$ cat config.mk
export PLATFORM = sky130hd
export DESIGN_NAME = mm_block_reader
export DESIGN_NICKNAME = d
export VERILOG_FILES = /design/src/rtl/mm_block_reader.sv
export SDC_FILE = /design/constraint.sdc
export NUM_CORES = 1
export LEC_CHECK = 0
export ABC_CLOCK_PERIOD_IN_PS = 10300
export BUFFER_PORTS_ARGS = -buffer_cell sky130_fd_sc_hd__buf_2
export CORE_MARGIN = 2
export CORE_UTILIZATION = 40
export CTS_CLUSTER_DIAMETER = 30
export DETAILED_ROUTE_END_ITERATION = 10
export PLACE_DENSITY_LB_ADDON = 0.2
export SYNTH_ARGS = -nofsm -noshare
export SYNTH_HDL_FRONTEND = slang
export SYNTH_SLANG_ARGS = --single-unit
$ cat constraint.sdc
create_clock -name clk -period 10.3 [get_ports clk]
set_input_delay 2.06 -clock clk [delete_from_list [all_inputs] [get_ports clk]]
set_output_delay 2.06 -clock clk [all_outputs]
set_load 0.02 [all_outputs]
$ cat src/rtl/mm_block_reader.sv
// Avalon-MM read master: fetches a block of consecutive 32-bit words and streams them in order.
// Reads are only issued while outstanding reads plus buffered words leave room in the FIFO.
module mm_block_reader #(
  parameter int unsigned ADDR_W     = 15,
  parameter int unsigned LEN_W      = 13,
  parameter int unsigned FIFO_DEPTH = 8
) (
  input  logic              clk,
  input  logic              reset,
  input  logic              start,
  input  logic [ADDR_W-1:0] base_addr,
  input  logic [LEN_W-1:0]  length,
  output logic              busy,
  output logic              done,
  output logic [ADDR_W-1:0] avm_address,
  output logic              avm_read,
  output logic [3:0]        avm_byteenable,
  input  logic              avm_waitrequest,
  input  logic [31:0]       avm_readdata,
  input  logic              avm_readdatavalid,
  output logic [31:0]       st_data,
  output logic              st_valid,
  input  logic              st_ready
);
  localparam int unsigned PtrW = $clog2(FIFO_DEPTH);
  localparam int unsigned CntW = PtrW + 1;
  localparam logic [CntW-1:0] Depth = CntW'(FIFO_DEPTH);

  typedef enum logic [1:0] {StIdle, StRun, StFinish} state_e;

  state_e            state_q, state_d;
  logic [ADDR_W-1:0] addr_q, addr_d;
  logic [LEN_W-1:0]  issue_rem_q, issue_rem_d;
  logic [LEN_W-1:0]  deliver_rem_q, deliver_rem_d;
  logic [CntW-1:0]   outstanding_q, outstanding_d;
  logic [CntW-1:0]   fifo_cnt_q, fifo_cnt_d;
  logic [PtrW-1:0]   wr_ptr_q, rd_ptr_q;
  logic [31:0]       fifo_mem [FIFO_DEPTH];
  logic              run, has_credit, accept, push, pop;
  logic [1:0]        unused_addr_lsb;

  assign unused_addr_lsb = base_addr[1:0];

  assign run        = state_q == StRun;
  // Sum never exceeds Depth, so it fits in CntW bits.
  assign has_credit = (outstanding_q + fifo_cnt_q) < Depth;
  assign avm_read   = run && (issue_rem_q != '0) && has_credit;
  assign accept     = avm_read && !avm_waitrequest;
  assign push       = run && avm_readdatavalid;
  assign st_valid   = fifo_cnt_q != '0;
  assign pop        = st_valid && st_ready;
  assign st_data    = st_valid ? fifo_mem[rd_ptr_q] : '0;

  assign avm_address    = addr_q;
  assign avm_byteenable = 4'hF;
  assign busy           = run;
  assign done           = state_q == StFinish;

  assign outstanding_d = outstanding_q + CntW'(accept) - CntW'(push);
  assign fifo_cnt_d    = fifo_cnt_q + CntW'(push) - CntW'(pop);

  always_comb begin
    state_d       = state_q;
    addr_d        = addr_q;
    issue_rem_d   = issue_rem_q;
    deliver_rem_d = deliver_rem_q;
    unique case (state_q)
      StIdle: begin
        if (start) begin
          if (length != '0) begin
            addr_d        = {base_addr[ADDR_W-1:2], 2'b00};
            issue_rem_d   = length;
            deliver_rem_d = length;
            state_d       = StRun;
          end else begin
            state_d = StFinish;
          end
        end
      end
      StRun: begin
        if (accept) begin
          addr_d      = addr_q + ADDR_W'(4);
          issue_rem_d = issue_rem_q - LEN_W'(1);
        end
        if (pop) begin
          deliver_rem_d = deliver_rem_q - LEN_W'(1);
          if (deliver_rem_q == LEN_W'(1)) state_d = StFinish;
        end
      end
      StFinish: state_d = StIdle;
      default:  state_d = StIdle;
    endcase
  end

  always_ff @(posedge clk) begin
    if (reset) begin
      state_q       <= StIdle;
      addr_q        <= '0;
      issue_rem_q   <= '0;
      deliver_rem_q <= '0;
      outstanding_q <= '0;
      fifo_cnt_q    <= '0;
      wr_ptr_q      <= '0;
      rd_ptr_q      <= '0;
    end else begin
      state_q       <= state_d;
      addr_q        <= addr_d;
      issue_rem_q   <= issue_rem_d;
      deliver_rem_q <= deliver_rem_d;
      outstanding_q <= outstanding_d;
      fifo_cnt_q    <= fifo_cnt_d;
      wr_ptr_q      <= wr_ptr_q + PtrW'(push);
      rd_ptr_q      <= rd_ptr_q + PtrW'(pop);
    end
  end

  always_ff @(posedge clk) begin
    if (push) fifo_mem[wr_ptr_q] <= avm_readdata;
  end

endmodule

# == Word level (Yosys, flattened, before mapping) ==
# Memories as Yosys holds them, arrays and structs flattened. A register that Yosys moved wholly into a read port is not among the register bits.
# Cells that the tools add are included.
# totals
elab_cells,61
mem_bits_ro,0
mem_count,1
in_bits,66
ram_bits,256
ff_bits,57
out_inout_bits,55
latch_bits,0
# classes
bitwise_logic,0
shifts,0
eq_ne,8
muxes,19
div,0
n_addsub,10
order_cmp,1
n_reduce_logical,14
mul,0
# memory_table
memory,depth,width,read_ports,rd_clocked_by_memory_dff,wr,line,rtl
fifo_mem,8,32,1,1,1,38,logic [31:0] fifo_mem [FIFO_DEPTH];
# ops
operator,count
13-bit two-way mux,4
13-bit case mux with 2 select lines,2
15-bit two-way mux,3
32-bit two-way mux,1
15-bit case mux with 2 select lines,1
13-bit nonzero test,2
"13-bit by 1-bit subtractor with 13-bit output, second input constant",2
"15-bit by 3-bit adder with 15-bit output, second input constant",1
"13-bit by 1-bit equality test with 1-bit output, second input constant",1
4-bit by 1-bit adder with 4-bit output,2
2-bit two-way mux,4
4-bit AND reduction,2
4-bit by 1-bit subtractor with 4-bit output,2
3-bit by 1-bit adder with 3-bit output,2
"2-bit by 1-bit inequality test with 1-bit output, second input constant",3
1-bit logical AND,5
4-bit adder,1
"4-bit < comparator, second input constant",1
"2-bit inequality test, second input constant",2
2-bit case mux with 2 select lines,1
4-bit nonzero test,1
3-bit two-way mux,1
3-bit AND reduction,1
"2-bit by 1-bit equality test with 1-bit output, second input constant",1
5 further kinds,6

# == Longest topological paths before layout ==
# depth
ltp_word,6
mapped_depth,14
depth_no_buf,13

# == Least setup slack after synthesis ==
# Ideal clock, no wire load.
# synth_path
path_type,input to register
from,input port avm_readdatavalid
to,"memory fifo_mem[0][0], enable pin"
setup_ps,461
cell_stages,4
n_path_buf,0
t_arrival_ps,4529
slack_ps,5310
path_cell_list,nand2_1 > inv_1 > nand2b_1 > nor3_1
# synth_between
elab_chain_len,3
# synth_lines
item,line,rtl
start: declaration,20,"input logic avm_readdatavalid,"
1-bit logical AND,49,assign push = run && avm_readdatavalid;
1-bit two-way mux,118,if (push) fifo_mem[wr_ptr_q] <= avm_readdata;
1-bit two-way mux (implied by the code),118,
end: declaration,38,
# Every way passes these cells.

==> results.cfg <==
[min_path]
hp-class = reg -> reg
min_path_cells = 2

[logic_synthesis]
ys_async_sr_fraction_pct = 0
yosys_warnings = 0
synth_edf_count = 256
yosysSeqAreaShare_pct = 66.03
syn-cell-area_um2 = 13310
synth_top_area_share_pct = 57.76
netlist_instances = 873
synth_top_cell_by_area = edfxtp_1
ys_top_cells_by_area = edfxtp_1, mux4_2, dfxtp_1
synth_cell_type_count = 70
synth_top_flop_cell = edfxtp_1
ys_seq_elements = 311
avgSynthCellArea_um2 = 15.25

[critical_path]
slowest_delay_ps = 770
crit_type = reg -> out
slowest_stage = buf_4
crit_buf_inv = 2
crit_start = rd_ptr_q[0]$_SDFF_PP0_
crit_chain = buf_4 -> mux4_2 -> mux2i_1 -> nor2_1 -> buf_2
cp-endpoint = st_data[17]
critical_path_arrival_ps = 3060
rr_endpoint = outstanding_q[2]$_SDFF_PP0_
r2r-start = state_q[0]$_SDFFE_PP0P_
end_kind = primary output
critPathLaunchType = register
cp.required_ps = 8240
crit_fanout = 44
worst-path-stages = 5
critPathTopFamily = buffers and inverters
r2r_setup_slack_ps = 6440
reg2reg_depth = 12

[detailed_routing]
drcViolationCount = 0
routed_wl_um = 30420
viasPerCell = 5.381
first_pass_iters = 5
drt_iter0_drc = 534
routed-via-count = 8130
wl_per_cell_um = 20.13
ant_nets = 0

[sta]
period_needed_ps = 5117
setup_ws_ps = 5183
fin_skew_ps = 26.30
slew_viol_final = 0
fin_crit_sh_pct = 49.68
fmax_mhz = 195.4
hold_viol_final = 0
finalSetupViolCount = 0
rsz0062_at_grt = no
tns_ps = 0
worstMarginPinSlew_ps = 1071
relSlewSlack_pct = 28.11

[final_layout]
drive_above_1_share_pct = 29.99
fin_nets = 1111
syn2layout_area_growth_pct = 24.94
final_cell_count_no_fill = 1511

[power_and_ir_drop]
ir_drop_uv = 213.2
power_leakage_uw = 0.005887
power_uw = 4462
power.density_nw_per_um2 = 268.3

[place]
gp_congestion = 0.7952
pre_cts_slack_ps = 5578
post-dp-hpwl_um = 16900
place_inst = 1396
io_buffers = 112

[die]
std_cell_rows = 66
io_pins = 121
fp.dieH_um = 186.4
start_util_pct = 40.80
core_area_um2 = 32620
chipWidth_um = 186.4
die_area_um2 = 34750

[global_routing]
grt_usage_pct = 17.45
grt_pass1_vias = 8148
grt_max_degree = 56
antenna_found_initial = 2
grt_pass1_wl_um = 46720
grt.overflow.total = 0

[clock_network]
clockRootBuffer = clkbuf_16
htreeDepth = 3
cts_resized = 0
cts_tree = built
path_clk_slew_ps = 50
cts_buffer_depth = 3
worst_skew_pair.late_latency_ps = 570
cts_setup_buffers = 0
numCtsBuffers = 68
ctsHoldBuffers = 0
clock_sinks = 311

[flow_run]
drv_cap = 0

[outcome]
status = finished, final reports clean
logic make-up after synthesis:
logic type / synth area share, %
buffers and inverters: 2.378
muxes: 13.31
xor gates and xnor gates: 0.5923
and+or+nand+nor: 8.414
other: 0.05643
adders and majority gates: 2.087
AOI/OAI and AO/OA: 7.126
DFF: 66.03
state kept, by name, indices dropped and copies added, names as in the netlist:
register       flops
fifo_mem         256
avm_address       13
deliver_rem_q     13
issue_rem_q       13
fifo_cnt_q         4
outstanding_q      4
rd_ptr_q           3
wr_ptr_q           3
state_q            2
how the worst min path moves through the flow:
stage | from | slack (ps) | endpoint
5_1_grt | deliver_rem_q[12]$_SDFFE_PP0P_ | 500 | deliver_rem_q[12]$_SDFFE_PP0P_
4_1_cts | deliver_rem_q[10]$_SDFFE_PP0P_ | 470 | deliver_rem_q[10]$_SDFFE_PP0P_
6_report | deliver_rem_q[10]$_SDFFE_PP0P_ | 470 | deliver_rem_q[10]$_SDFFE_PP0P_
3_5_place_dp | deliver_rem_q[10]$_SDFFE_PP0P_ | 470 | deliver_rem_q[10]$_SDFFE_PP0P_
2_1_floorplan | deliver_rem_q[10]$_SDFFE_PP0P_ | 450 | deliver_rem_q[10]$_SDFFE_PP0P_
3_3_place_gp | deliver_rem_q[10]$_SDFFE_PP0P_ | 460 | deliver_rem_q[10]$_SDFFE_PP0P_
where the power goes:
group	switching (uW)	internal (uW)	total, uW
logic	528	378	906
registers	71.1	1410	1480
clock network	694	1380	2070
total	1290	3170	4460
metal layers:
metal	global-route usage [%]	vias to the layer above	part of all wire, %
met1	22.86	4034	43
met4	6.185	2	2.2
met5	0	-	0.023
met3	4.345	58	6.4
met2	28.39	289	49
li1	-	3747	-
Yosys cell counts (all sizes together), types with 18 or more instances:
| cell type | instances |
|---|---|
| nor2 | 77 |
| dfxtp | 55 |
| a21oi | 28 |
| clkbuf | 22 |
| mux2i | 33 |
| o21ai | 29 |
| ha | 19 |
| mux4 | 64 |
| nor3 | 18 |
| nand2 | 50 |
| edfxtp | 256 |
| inv | 20 |
| nand3 | 20 |
| buf | 28 |
tightest hold or removal path: cells and delay by family (launching register included):
kind               cells  cell delay (ps)
AOI/OAI and AO/OA      2              120
DFF                    1              300
placed cells by master, fill, tap and decap left out, types with 7 or more instances in the layout:
cell         n
edfxtp_1   256
buf_2      112
nor2_1      70
clkbuf_16   68
mux4_2      64
dfxtp_1     52
nand2_1     49
mux2i_1     33
a21oi_1     27
o21ai_0     27
nand3_1     20
ha_1        19
inv_1       18
nor3_1      16
buf_4       15
nor2b_1      9
a211oi_1     9
inv_6        9
nand4_1      8
and2_1       8
and3_1       8
a22o_1       8
clkinv_2     8
xnor2_1      7
per-stage QoR:
stage,cell area [um^2],utilization [%],hold slack [ps]
floorplan,13320,-,448.2
global placement,14380,44.09,464.7
detailed placement,14380,44.09,466.2
CTS,16620,50.96,474.9
global route,16620,50.96,504.7
finish,16630,50.98,474.2
cell type report:
type                            count  area [um^2]
Antenna cell                        2        5.005
Clock buffer                       73         1730
Clock inverter                     40        513.0
Fill cell                        2762        15990
Inverter                           21        78.83
Multi-Input combinational cell    495         4280
Sequential cell                   311         8795
Tap cell                          442        553.0
Timing Repair Buffer              127        673.1
(Power assumes the default switching activity.)
